### config.mk
export PLATFORM = sky130hd
export DESIGN_NAME = sequenciador_entrada
export DESIGN_NICKNAME = d
export VERILOG_FILES = /design/src/rtl/seq_entrada_pkg.sv /design/src/rtl/debounce_botao.sv /design/src/rtl/sequenciador_entrada.sv
export SDC_FILE = /design/constraint.sdc
export NUM_CORES = 1
export LEC_CHECK = 0
export CAP_MARGIN = 5
export CORE_MARGIN = 2
export CORE_UTILIZATION = 46
export DETAILED_ROUTE_END_ITERATION = 16
export GPL_ROUTABILITY_DRIVEN = 0
export PLACE_DENSITY = 0.75
export SYNTH_ARGS = -nofsm -noshare
export SYNTH_HDL_FRONTEND = slang
export SYNTH_SLANG_ARGS = --single-unit
### constraint.sdc
create_clock -name clk -period 1.8 [get_ports clk]
set_input_delay 0.27 -clock clk [delete_from_list [all_inputs] [get_ports clk]]
set_output_delay 0.27 -clock clk [all_outputs]
set_load 0.01 [all_outputs]
### src/rtl/seq_entrada_pkg.sv
// Shared types for the RPN calculator input sequencer: FSM state encodings
// (also driven onto the LEDs) and the default debounce length.
package seq_entrada_pkg;

  typedef enum logic [1:0] {
    ESPERA_A  = 2'b00,
    ESPERA_B  = 2'b01,
    ESPERA_OP = 2'b10,
    EXECUTA   = 2'b11
  } estado_t;

  // 20 ms at 50 MHz
  localparam int DEBOUNCE_CYCLES_PADRAO = 1000000;

endpackage

### src/rtl/debounce_botao.sv
// Entry button conditioning: two-flop synchronizer, stability counter and a
// registered one-cycle press event (falling edge of the stable level).
module debounce_botao #(
  parameter int DEBOUNCE_CYCLES = 4
) (
  input  logic clk,
  input  logic rst,
  input  logic botao_n_i,
  output logic pulso_o
);

  localparam int CW = (DEBOUNCE_CYCLES > 2) ? $clog2(DEBOUNCE_CYCLES) : 1;
  localparam logic [CW-1:0] TERMINAL = CW'(DEBOUNCE_CYCLES - 1);

  logic          sinc1_q, sinc2_q;
  logic          estavel_q, estavel_d;
  logic          pulso_q, pulso_d;
  logic [CW-1:0] cont_q, cont_d;

  // The level is accepted on the cycle the count would reach DEBOUNCE_CYCLES,
  // and the press event is registered on that same edge.
  always_comb begin
    estavel_d = estavel_q;
    cont_d    = '0;
    pulso_d   = 1'b0;
    if (sinc2_q != estavel_q) begin
      if (cont_q == TERMINAL) begin
        estavel_d = sinc2_q;
        pulso_d   = ~sinc2_q;
      end else begin
        cont_d = cont_q + 1'b1;
      end
    end
  end

  always_ff @(posedge clk) begin
    if (!rst) begin
      sinc1_q   <= 1'b1;
      sinc2_q   <= 1'b1;
      estavel_q <= 1'b1;
      cont_q    <= '0;
      pulso_q   <= 1'b0;
    end else begin
      sinc1_q   <= botao_n_i;
      sinc2_q   <= sinc1_q;
      estavel_q <= estavel_d;
      cont_q    <= cont_d;
      pulso_q   <= pulso_d;
    end
  end

  assign pulso_o = pulso_q;

endmodule

### src/rtl/sequenciador_entrada.sv
// RPN calculator input sequencer: captures A, B and op from the switch bus on
// debounced presses and hands the triple downstream over valid/ready.
// Build option SEQ_ENTRADA_ENCADEAR_EN: adds resultado_in and reloads A from it
// on each handshake, resuming at ESPERA_B.
//
// state     | meaning
// ESPERA_A  | waiting for press to capture operand A
// ESPERA_B  | waiting for press to capture operand B
// ESPERA_OP | waiting for press to capture operation code
// EXECUTA   | triple valid, waiting for downstream ready
module sequenciador_entrada
  import seq_entrada_pkg::*;
#(
  parameter int DEBOUNCE_CYCLES = DEBOUNCE_CYCLES_PADRAO,
  parameter int WIDTH           = 8
) (
  input  logic             clk,
  input  logic             rst,
  input  logic             botao_n,
  input  logic [WIDTH-1:0] sw,
`ifdef SEQ_ENTRADA_ENCADEAR_EN
  input  logic [WIDTH-1:0] resultado_in,
`endif
  output logic [WIDTH-1:0] operando_a,
  output logic [WIDTH-1:0] operando_b,
  output logic [WIDTH-1:0] codigo_op,
  output logic             saida_valida,
  input  logic             saida_pronta,
  output logic [1:0]       estado,
  output logic             pulso_botao
);

  estado_t          estado_q;
  logic [WIDTH-1:0] op_a_q, op_b_q, cod_q;
  logic             valida_q;
  logic             pulso;

  debounce_botao #(
    .DEBOUNCE_CYCLES(DEBOUNCE_CYCLES)
  ) u_debounce (
    .clk      (clk),
    .rst      (rst),
    .botao_n_i(botao_n),
    .pulso_o  (pulso)
  );

  always_ff @(posedge clk) begin
    if (!rst) begin
      estado_q <= ESPERA_A;
      op_a_q   <= '0;
      op_b_q   <= '0;
      cod_q    <= '0;
      valida_q <= 1'b0;
    end else begin
      case (estado_q)
        ESPERA_A: if (pulso) begin
          op_a_q   <= sw;
          estado_q <= ESPERA_B;
        end
        ESPERA_B: if (pulso) begin
          op_b_q   <= sw;
          estado_q <= ESPERA_OP;
        end
        ESPERA_OP: if (pulso) begin
          cod_q    <= sw;
          valida_q <= 1'b1;
          estado_q <= EXECUTA;
        end
        // presses here are dropped on purpose
        EXECUTA: if (valida_q && saida_pronta) begin
          valida_q <= 1'b0;
`ifdef SEQ_ENTRADA_ENCADEAR_EN
          op_a_q   <= resultado_in;
          estado_q <= ESPERA_B;
`else
          estado_q <= ESPERA_A;
`endif
        end
        default: estado_q <= ESPERA_A;
      endcase
    end
  end

  assign operando_a   = op_a_q;
  assign operando_b   = op_b_q;
  assign codigo_op    = cod_q;
  assign saida_valida = valida_q;
  assign estado       = estado_q;
  assign pulso_botao  = pulso;

endmodule

# Word level (Yosys, flattened, before mapping)
# Index checks and enable logic that the tools add are counted.
# W data, S select, Z words.
[totals]
ff_bits = 51
input_bits = 12
out_inout_bits = 28
wordCells = 42
[op_classes]
n_addsub = 1
eq_ne = 9
muxes = 8
bitwise_logic = 3
n_reduce_logical = 11
[ops]
columns = ["operator", "n"]
rows = [
  ["$add A20 B1 Y20 const B", 1],
  ["$eq A20 B20 Y1 const B", 1],
  ["$mux W2", 4],
  ["$pmux W2 S4", 1],
  ["$reduce_and A2 Y1", 4],
  ["$ne A2 B1 Y1 const B", 3],
  ["$reduce_and A3 Y1", 2],
  ["$eq A2 B2 Y1 const B", 2],
  ["$reduce_and A4 Y1", 1],
  ["$not A1 Y1", 3],
  ["$reduce_or A3 Y1", 1],
  ["$eq A2 B1 Y1 const B", 1],
  ["$logic_not A2 Y1", 1],
  ["$mux W1", 2],
  ["$ne A2 B2 Y1 const B", 1],
  ["$pmux W1 S2", 1],
  ["$reduce_bool A2 Y1", 1],
  ["$logic_and A1 B1 Y1", 1],
  ["$ne A1 B1 Y1", 1],
]

# Depth between registers and ports, before layout
# Gate-level depths: netlist of run 1.
[logic_depth]
word_depth = 3
ltp_mapped = 7
depth_no_buf = 6

# Modules after synthesis
# A second synthesis of run 1 with hierarchy kept.
[hier_totals]
hier_cells = 251
hier_area_um2 = 2272.2
[modules_own_cells]
columns = ["mod", "n_inst", "cells_each", "area_per_inst_um2", "seq_area_each_um2"]
rows = [
  ["sequenciador_entrada", 1, 131, 1171.1, 540.5],
  ["debounce_botao", 1, 120, 1101.1, 480.5],
]

# Least setup slack after synthesis of run 1
# OpenSTA, ideal clock, no wires.
[synth_path]
path_kind = "register -> register"
from = "register u_debounce.cont_q[0]"
to = "register u_debounce.cont_q[18]"
setup_ps = 70
arrival_ps = 1673
required_ps = 1730
slack_ps = 57
stages_incl_launch_ff = 6
path_buffers = 0
period_less_slack_ps = 1743
path_cell_list = "dfxtp_1 > ha_1 > nand2_1 > or3_1 > or4_1 > a21oi_1"
[synth_via]
elab_chain_cells = 2
word_cells_on_any_way = 3
cone_classes = "add/sub (1); eq/ne (1); reduce/logical (1)"
[synth_lines]
columns = ["element", "line", "text"]
rows = [
  ["from (decl)", "debounce_botao.sv:18", "logic [CW-1:0] cont_q, cont_d;"],
  ["from (signal assigned)", "debounce_botao.sv:47", "cont_q <= cont_d;"],
  ["branches (longest 2 deep; another with $add A20 B1 Y20)", "--", ""],
]
# Several ways; the timed one is not identified.
# A chain may end at the register's enable or synchronous reset.

# Final worst setup path of run 1
[layout_path]
from = "register u_debounce.cont_q[4]"
to = "register u_debounce.cont_q[17]"
# Same word-level chain as after synthesis.

==> qor.csv, run 1 <==
metric,value,unit
ys.flop_type,dfxtp_1,
setup.worst_path.start_class,register,
slowest_delay,0.54,ns
status,completed,
seq_area_frac_synth,48.5,%
hold_class,reg2reg,
power_frac_seq,49.4,%
rsz0062_at_grt,true,
avgSynthCellArea,8.38,µm²
wl_per_cell,13.2,µm
grt_pass1_wl,7620,µm
post-cts-setup-buffers,0,
first_pass_iters,4,
fin_tns_setup,0,ns
hold_start,u_debounce.sinc1_q$_SDFF_PN1_,
critPathKind,reg2reg,
hpwl,3380,µm
core,4380,µm²
hold_viol,0,
max-slew-margin-rel,72.8,%
cts_buffer_depth,2,
startpoint,u_debounce.cont_q[4]$_SDFF_PP0_,
grt_use_total,18.3,%
cts_tree,done,
slew_violations,0,
wl,4800,µm
cts-root-buf,clkbuf_8,
cp_top_family,simple AND/OR/NAND/NOR gates,
drc,0,
fp.dieW,71.6,µm
crit_required,2.04,ns
cp_max_fo,6,
worstSetupEndpointType,register,
fin_nets,328,
die_h,71.6,µm
drive_above_1_share,15.4,%
io_pins,40,
fmax,556,MHz
synth.distinct_cells,30,
worstMarginPinSlew,0.404,ns
path_cells,nand3_2 > or3_1 > or4_1 > a21oi_1,
dp.cells,353,
antenna_found_initial,0,
final_antenna_net_count,0,
arrival,2.03,ns
maxCapViolCount,0,
htreeDepth,2,
rows,24,
comb_power_share,10.6,%
async_flop_share,0,%
peakVddDrop,0.514,mV
clock_latency,0.31,ns
holdWs,0.416,ns
final_cells,363,
r2r_start,u_debounce.cont_q[4]$_SDFF_PP0_,
vias,1951,
antenna_cells,0,
cts_buffers,5,
first_iter_violations,133,
p_switching,0.000533,W
leakagePower,0.954,nW
finClkSkew,0.00764,ns
io_buffers,39,
initial_core_util,48.0,%
grt_pass1_vias,1752,
clock-sinks,51,
grt_max_degree,24,
syn_area,2100,µm²
syn_inst,251,
power_density,798,nW/µm²
min_period,1.80,ns
vias_per_cell,5.37,
fin_crit_sh,99.8,%
clk_pin_slew,0.09,ns
holdBufCountCts,0,
area_growth_syn_to_layout,39.2,%
crit_path_top_delay_cell,or4_1,
worst-path-buf-inv,0,
ff2ff_setup_slack,0.003,ns
total_power,0.00234,W
syn_nets,269,
power.internal,0.00181,W
power_frac_clock,40.0,%
synth-edff-count,0,
finalSetupViolCount,0,
grt.overflow.total,0,
yosysWarnings,0,
synth-seq-cells,51,
die_area,5130,µm²
p_sw_share,22.8,%
synthesized netlist by cell type, types with 2 or more instances:
cell | number | area [µm²]
dfxtp_1 | 51 | 1020
nand2_1 | 38 | 143
a21oi_1 | 31 | 155
nand3_1 | 30 | 150
nor2_1 | 20 | 75.1
xnor2_1 | 12 | 105
inv_1 | 8 | 30.0
clkbuf_1 | 7 | 26.3
nor3_1 | 7 | 35.0
ha_1 | 6 | 75.1
or4_1 | 5 | 37.5
nand4_1 | 4 | 25.0
o31ai_1 | 4 | 30.0
buf_2 | 3 | 15.0
nor4_1 | 3 | 18.8
or3_1 | 3 | 18.8
a211o_1 | 2 | 17.5
buf_1 | 2 | 7.51
nand2b_1 | 2 | 12.5
o21ai_0 | 2 | 10.0
xor2_1 | 2 | 17.5
cell usage in the layout (no fill, tap or decap), drive strengths merged:
cell type,synthesis,routed
dfxtp,51,51
clkdlybuf4s50,0,39
nand2,38,38
nand3,31,31
a21oi,31,31
buf,5,24
nor2,20,20
xnor2,12,12
inv,8,8
nor3,7,7
ha,6,6
clkbuf,7,6
or4,5,5
nand4,4,4
o31ai,4,4
or3,3,3
nor4,3,3
xor2,2,2
o21ai,2,2
nand2b,2,2
bufinv,0,2
a211o,2,2
or4b,1,1
nand4b,1,1
and4,1,1
and3,1,1
o2bb2ai,1,1
a211oi,1,1
nor4b,1,1
mux2i,1,1
clkinvlp,0,1
power by group through the flow:
stage               registers [W]  clock network (W)  logic [W]
CTS                       0.00116           0.000951   0.000240
detailed placement        0.00118                  0   0.000240
floorplan                 0.00118                  0   0.000123
global route              0.00116           0.000996   0.000275
finish                    0.00116           0.000936   0.000247
global placement          0.00118                  0   0.000234
worst reg2reg max path, delay by kind of cell (launching register included):
family,cells,cell delay (ns)
and+or+nand+nor,3,1.20
DFF,1,0.40
AOI/OAI and AO/OA,1,0.14
flip-flops by register name (all words and copies together) (netlist names):
register and cells:
operando_a 8, u_debounce.estavel_q 1, saida_valida 1, u_debounce.cont_q 20, u_debounce.sinc1_q 1, codigo_op 8, u_debounce.sinc2_q 1, estado 2
operando_b 8, u_debounce.pulso_o 1
per-stage QoR:
step	cell area [µm²]	setup slack (ns)	utilization [%]
global placement	2700	-0.0131	61.5
finish	2930	0.00288	66.8
detailed placement	2700	-0.0176	61.5
global route	2930	-0.0548	66.8
floorplan	2100	0.0568	-
CTS	2840	-0.0152	64.8
metal layers:
layer | vias to the layer above | part of all wire, % | GRT usage (%)
li1 | 985 | - | -
met1 | 905 | 44 | 23.2
met2 | 56 | 49 | 31.5
met3 | 5 | 5.6 | 4.36
met4 | 0 | 0.96 | 4.82
met5 | - | 0 | 0
cells by family after synthesis:
family | share of synthesized area [%]
AOI/OAI and AO/OA | 10.9
xor gates and xnor gates | 5.83
adders and majority gates | 3.57
buffers and inverters | 3.75
DFF | 48.5
muxes | 0.476
and+or+nand+nor | 27.0
path summary, 6_finish.rpt:
check / cells past startpoint / to
worst max-delay path: 4 / u_debounce.cont_q[17]$_SDFF_PP0_
worst max register to register: 4 / u_debounce.cont_q[17]$_SDFF_PP0_
worst min-delay path: 1 / u_debounce.sinc2_q$_SDFF_PN1_
worst min register to register: 1 / u_debounce.sinc2_q$_SDFF_PN1_
what timing repair did:
item                                    in CTS  in global routing
pin swaps                                    1                  6
resized for setup                            1                 15
gates cloned                                 0                  2
endpoints found under the setup margin      21                 21
final cells by class:
cell class / count / area [µm²]
inverters: 8 / 30.0
fillers: 349 / 1460
multi-input cells: 180 / 1060
repair buffers: 64 / 612
well taps: 52 / 65.1
clock inverters: 3 / 67.6
clock buffers: 5 / 68.8
flip-flops and latches: 51 / 1030
Note: power is estimated with default switching activity, not from simulation.
==> run 2, diff against run 1 <==
--- a/config.mk
+++ b/config.mk
@@ -10,6 +10,7 @@
 export CORE_UTILIZATION = 46
 export DETAILED_ROUTE_END_ITERATION = 16
 export GPL_ROUTABILITY_DRIVEN = 0
+export GPL_TIMING_DRIVEN = 0
 export PLACE_DENSITY = 0.75
 export SYNTH_ARGS = -nofsm -noshare
 export SYNTH_HDL_FRONTEND = slang
==> run 2 against run 1 <==
Against the previous run:
- the run now ends with negative setup slack left
- critical path depth rose by 1
- clock skew fell by 0.0027 ns
- setup slack worse by 0.022 ns
- register-to-register slack lost 0.02 ns
- core utilization fell by 4.7 points
- combinational power fell by 8%
- die area stayed put
- wire length decreased by 2.3%
- sequential share of layout area is 2.9 points higher
- largest cell class unchanged
- largest power group unchanged
==> qor.csv, run 2 (synthesis gave the netlist of run 1 again) <==
metric,value,unit
clock-sinks,51,
largest_reg_flops,20,
rr_worst_depth,5,
violations,negative setup slack,
die_area,5130,µm²
ff2ff_setup_slack,-0.02,ns
critPathKind,reg2reg,
hold_class,reg2reg,
htreeDepth,2,
grt_pass1_vias,1782,
cts-root-buf,clkbuf_8,
slew_violations,0,
drc,0,
maxCapViolCount,0,
cts_buffer_depth,2,
worst_slack,-0.0191,ns
grt.overflow.total,0,
fin_nets,314,
grt_use_total,19.4,%
grt_pass1_wl,7950,µm
worstMarginPinSlew,0.459,ns
clock_latency,0.30,ns
peakVddDrop,0.476,mV
startpoint,u_debounce.cont_q[13]$_SDFF_PP0_,
final_common_cell,dfxtp_1,
io_buffers,39,
leakagePower,0.811,nW
vias,1921,
hold_viol,0,
cts_tree,done,
fin_tns_setup,-0.178,ns
r2r_start,u_debounce.cont_q[13]$_SDFF_PP0_,
timing.rr.end,u_debounce.cont_q[9]$_SDFF_PP0_,
min_period,1.82,ns
clk_pin_slew,0.08,ns
drive_above_1_share,9.76,%
antenna_cells,0,
core,4380,µm²
total_power,0.00201,W
dp.cells,342,
die_h,71.6,µm
worstSetupEndpointType,register,
antenna_found_initial,0,
max-slew-margin-rel,69.4,%
first_pass_iters,4,
power_density,739,nW/µm²
fin_crit_sh,101,%
cp_max_fo,10,
placed_area,2560,µm²
setup.worst_path.end,u_debounce.cont_q[9]$_SDFF_PP0_,
final_antenna_net_count,0,
finalSetupViolCount,20,
initial_core_util,48.0,%
stdcell_area,2730,µm²
grt_max_degree,15,
mostFrequentLayoutCells,"dfxtp_1, clkdlybuf4s50_1, nand2_1, a21oi_1, nand3_1",
setup.worst_path.start_class,register,
fp.dieW,71.6,µm
fmax,550,MHz
first_iter_violations,70,
wl,4690,µm
io_pins,40,
arrival,2.02,ns
area_growth_syn_to_layout,29.5,%
hpwl,3420,µm
rsz0062_at_grt,true,
vias_per_cell,5.50,
regMostFlops,u_debounce.cont_q,
crit_required,2.00,ns
rows,24,
status,"complete, but fails checks",
finClkSkew,0.00493,ns
wl_per_cell,13.4,µm
final_cells,349,
cts_buffers,5,
==> run 2: through the flow <==
stage               hold WS [ns]  worst slack [ns]  utilization (%)
floorplan                  0.343            0.0568                -
global placement           0.389            -0.229             58.4
detailed placement         0.401            -0.278             58.4
CTS                        0.423           -0.0119             61.8
global route               0.430           -0.0876             62.2
finish                     0.423           -0.0191             62.2
==> run 2: how the worst min path moves through the flow <==
stage                                             start                             to  slack (ns)  depth (start not counted)
after floorplan                                     rst  u_debounce.sinc1_q$_SDFF_PN1_        0.34                          1
after global placement    u_debounce.sinc1_q$_SDFF_PN1_  u_debounce.sinc2_q$_SDFF_PN1_        0.39                          1
after detailed placement  u_debounce.sinc1_q$_SDFF_PN1_  u_debounce.sinc2_q$_SDFF_PN1_        0.40                          1
after CTS                 u_debounce.sinc1_q$_SDFF_PN1_  u_debounce.sinc2_q$_SDFF_PN1_        0.42                          1
after global routing      u_debounce.sinc1_q$_SDFF_PN1_  u_debounce.sinc2_q$_SDFF_PN1_        0.43                          1
final                     u_debounce.sinc1_q$_SDFF_PN1_  u_debounce.sinc2_q$_SDFF_PN1_        0.42                          1
==> run 2: cell type report <==
class                   instances  area (µm²)
flip-flops and latches         51        1030
repair buffers                 40         398
plain buffers                  10        53.8
clock buffers                   7        76.3
well taps                      52        65.1
inverters                       8        30.0
fillers                       410        1660
clock inverters                 1        5.00
multi-input cells             180        1060
==> run 2: per-layer routing <==
| layer | up-vias | routed length (µm) | track usage, % | share of wire, % |
|---|---|---|---|---|
| met4 | 0 | 79 | 9.01 | 1.7 |
| met3 | 7 | 256 | 3.80 | 5.5 |
| met5 | - | 0 | 0 | 0 |
| met1 | 901 | 2040 | 24.3 | 44 |
| met2 | 54 | 2310 | 32.2 | 49 |
| li1 | 959 | - | - | - |
==> run 2: worst max-delay path, stage by stage, from the launching register on <==
cell	delay (ns)
dfxtp_2	0.36
or4_4	0.55
nor4_4	0.37
a211o_1	0.23
buf_6	0.15
nor2_1	0.06
==> run 2: repair_timing <==
item	in CTS	in global routing
pin swaps	3	1
setup endpoints to repair	24	24
hold buffers	0	0
setup buffers	1	0
resized for setup	17	8
endpoints found under the hold margin	0	0
==> run 2: report_power, final <==
group          leakage, nW  switching (W)  internal [W]
combinational        0.353       0.000132     0.0000956
sequential           0.416      0.0000149       0.00114
clock               0.0422       0.000356      0.000273
total                0.811       0.000503       0.00151
==> run 3, diff against run 2 <==
--- a/config.mk
+++ b/config.mk
@@ -11,7 +11,7 @@
 export DETAILED_ROUTE_END_ITERATION = 16
 export GPL_ROUTABILITY_DRIVEN = 0
 export GPL_TIMING_DRIVEN = 0
-export PLACE_DENSITY = 0.75
+export PLACE_DENSITY = 0.87
 export SYNTH_ARGS = -nofsm -noshare
 export SYNTH_HDL_FRONTEND = slang
 export SYNTH_SLANG_ARGS = --single-unit
==> constraint.sdc (replaced) <==
create_clock -name clk -period 1.6 [get_ports clk]
set_input_delay 0.24 -clock clk [delete_from_list [all_inputs] [get_ports clk]]
set_output_delay 0.24 -clock clk [all_outputs]
set_load 0.01 [all_outputs]
==> run 3 against run 2 <==
Against the previous run:
- the run still ends with negative setup slack left
- maximum frequency down 0.11%
- highest routed layer unchanged
- sequential power is 11% higher
- flip-flop and latch count stayed put
- non-clock buffer count increased by 3
==> qor.csv, run 3 (synthesis gave the netlist of run 1 again) <==
metric,value,unit
area_growth_syn_to_layout,35.0,%
io_pins,40,
crit_path_top_delay_cell,or4b_4,
fmax,549,MHz
antenna_cells,0,
cp_max_fo,5,
fin_crit_sh,114,%
first_pass_iters,4,
cts_buffers,5,
regMostFlops,u_debounce.cont_q,
total_power,0.00246,W
worst_slack,-0.221,ns
worstSetupEndpointType,register,
setup.worst_path.start_class,register,
status,"complete, but fails checks",
core,4380,µm²
clock-sinks,51,
power_density,865,nW/µm²
grt_use_total,20.6,%
io_buffers,39,
initial_core_util,48.0,%
rsz0062_at_grt,true,
power.internal,0.00185,W
hpwl,3480,µm
fin_tns_setup,-4.34,ns
critPathKind,reg2reg,
placed_area,2620,µm²
wl_per_cell,14.4,µm
grt_pass1_wl,8390,µm
slowest_delay,0.55,ns
min_period,1.82,ns
p_sw_share,24.5,%
grt_max_degree,17,
maxCapViolCount,0,
power_frac_seq,52.5,%
htreeDepth,2,
crit_required,1.81,ns
finalSetupViolCount,22,
arrival,2.03,ns
hold_class,reg2reg,
worstMarginPinSlew,0.452,ns
path_cells,or4b_4 > nor4_4 > a211o_1 > buf_4 > nor2_1,
rows,24,
drc,0,
leakagePower,0.864,nW
fin_nets,317,
vias,1932,
fp.dieW,71.6,µm
die_h,71.6,µm
largest_reg_flops,20,
first_iter_violations,120,
drive_above_1_share,17.0,%
peakVddDrop,0.758,mV
antenna_found_initial,0,
clk_pin_slew,0.09,ns
holdBufCountCts,0,
clock_latency,0.31,ns
holdWs,0.412,ns
p_switching,0.000603,W
cts-root-buf,clkbuf_8,
die_area,5130,µm²
cts_tree,done,
finClkSkew,0.00711,ns
grt.overflow.total,0,
slew_violations,0,
wl,5070,µm
comb_power_share,10.9,%
power_frac_clock,36.6,%
utilization,64.8,%
hold_viol,0,
max-slew-margin-rel,69.9,%
violations,negative setup slack,
final_antenna_net_count,0,
mostFrequentLayoutCells,"dfxtp_1, clkdlybuf4s50_1, nand2_1, nand3_1, a21oi_1",
cts_buffer_depth,2,
stdcell_area,2840,µm²
grt_pass1_vias,1862,
vias_per_cell,5.49,
-- run 3: layer usage --
metal  part of all wire (%)  vias to the layer above  GRT usage (%)  wire (µm)
met1                     43                      913           25.2       2210
met5                      0                        -              0          0
li1                       -                      961              -          -
met4                    1.9                        0           9.01         97
met2                     50                       48           35.6       2550
met3                    4.3                       10           3.52        219
-- run 3: critical path: cells and delay by family, from the launching register on --
family | cells | cell delay (ns)
flip-flops | 1 | 0.36
AO/OA/AOI/OAI | 1 | 0.28
buffers and inverters | 1 | 0.18
AND/OR/NAND/NOR | 3 | 0.90
-- run 3: path summary, 6_finish.rpt --
path / startpoint / to / slack (ns) / depth (start not counted)
setup / recovery: u_debounce.cont_q[15]$_SDFF_PP0_ / u_debounce.cont_q[6]$_SDFF_PP0_ / -0.22 / 5
hold reg to reg: u_debounce.sinc1_q$_SDFF_PN1_ / u_debounce.sinc2_q$_SDFF_PN1_ / 0.41 / 1
setup reg to reg: u_debounce.cont_q[15]$_SDFF_PP0_ / u_debounce.cont_q[6]$_SDFF_PP0_ / -0.22 / 5
hold / removal: u_debounce.sinc1_q$_SDFF_PN1_ / u_debounce.sinc2_q$_SDFF_PN1_ / 0.41 / 1
-- run 3: what timing repair did --
item	in CTS	in global routing
gates cloned	2	0
gates resized for setup	27	9
setup buffers	2	0
endpoints found under the setup margin	33	35
pin swaps	8	1
-- run 3: layout make-up --
class | count | area, µm²
inverter | 8 | 30.0
multi-input combinational | 180 | 1100
fill | 379 | 1540
clock inverter | 3 | 42.5
timing repair buffer | 43 | 420
sequential | 51 | 1050
tap | 52 | 65.1
buffer | 10 | 58.8
clock buffer | 5 | 68.8
-- run 3: through the flow --
stage | cells | worst slack, ns
3_3_place_gp | 342 | -0.217
3_5_place_dp | 342 | -0.238
5_1_grt | 352 | -0.282
2_1_floorplan | 251 | -0.0464
6_report | 352 | -0.221
4_1_cts | 352 | -0.203
-- run 3: power groups by stage --
stage	Clock (W)	Sequential, W	Combinational [W]
6_report	0.000899	0.00129	0.000269
5_1_grt	0.000949	0.00129	0.000289
4_1_cts	0.000912	0.00129	0.000259
3_5_place_dp	0	0.00132	0.000240
3_3_place_gp	0	0.00132	0.000239
2_1_floorplan	0	0.00133	0.000139
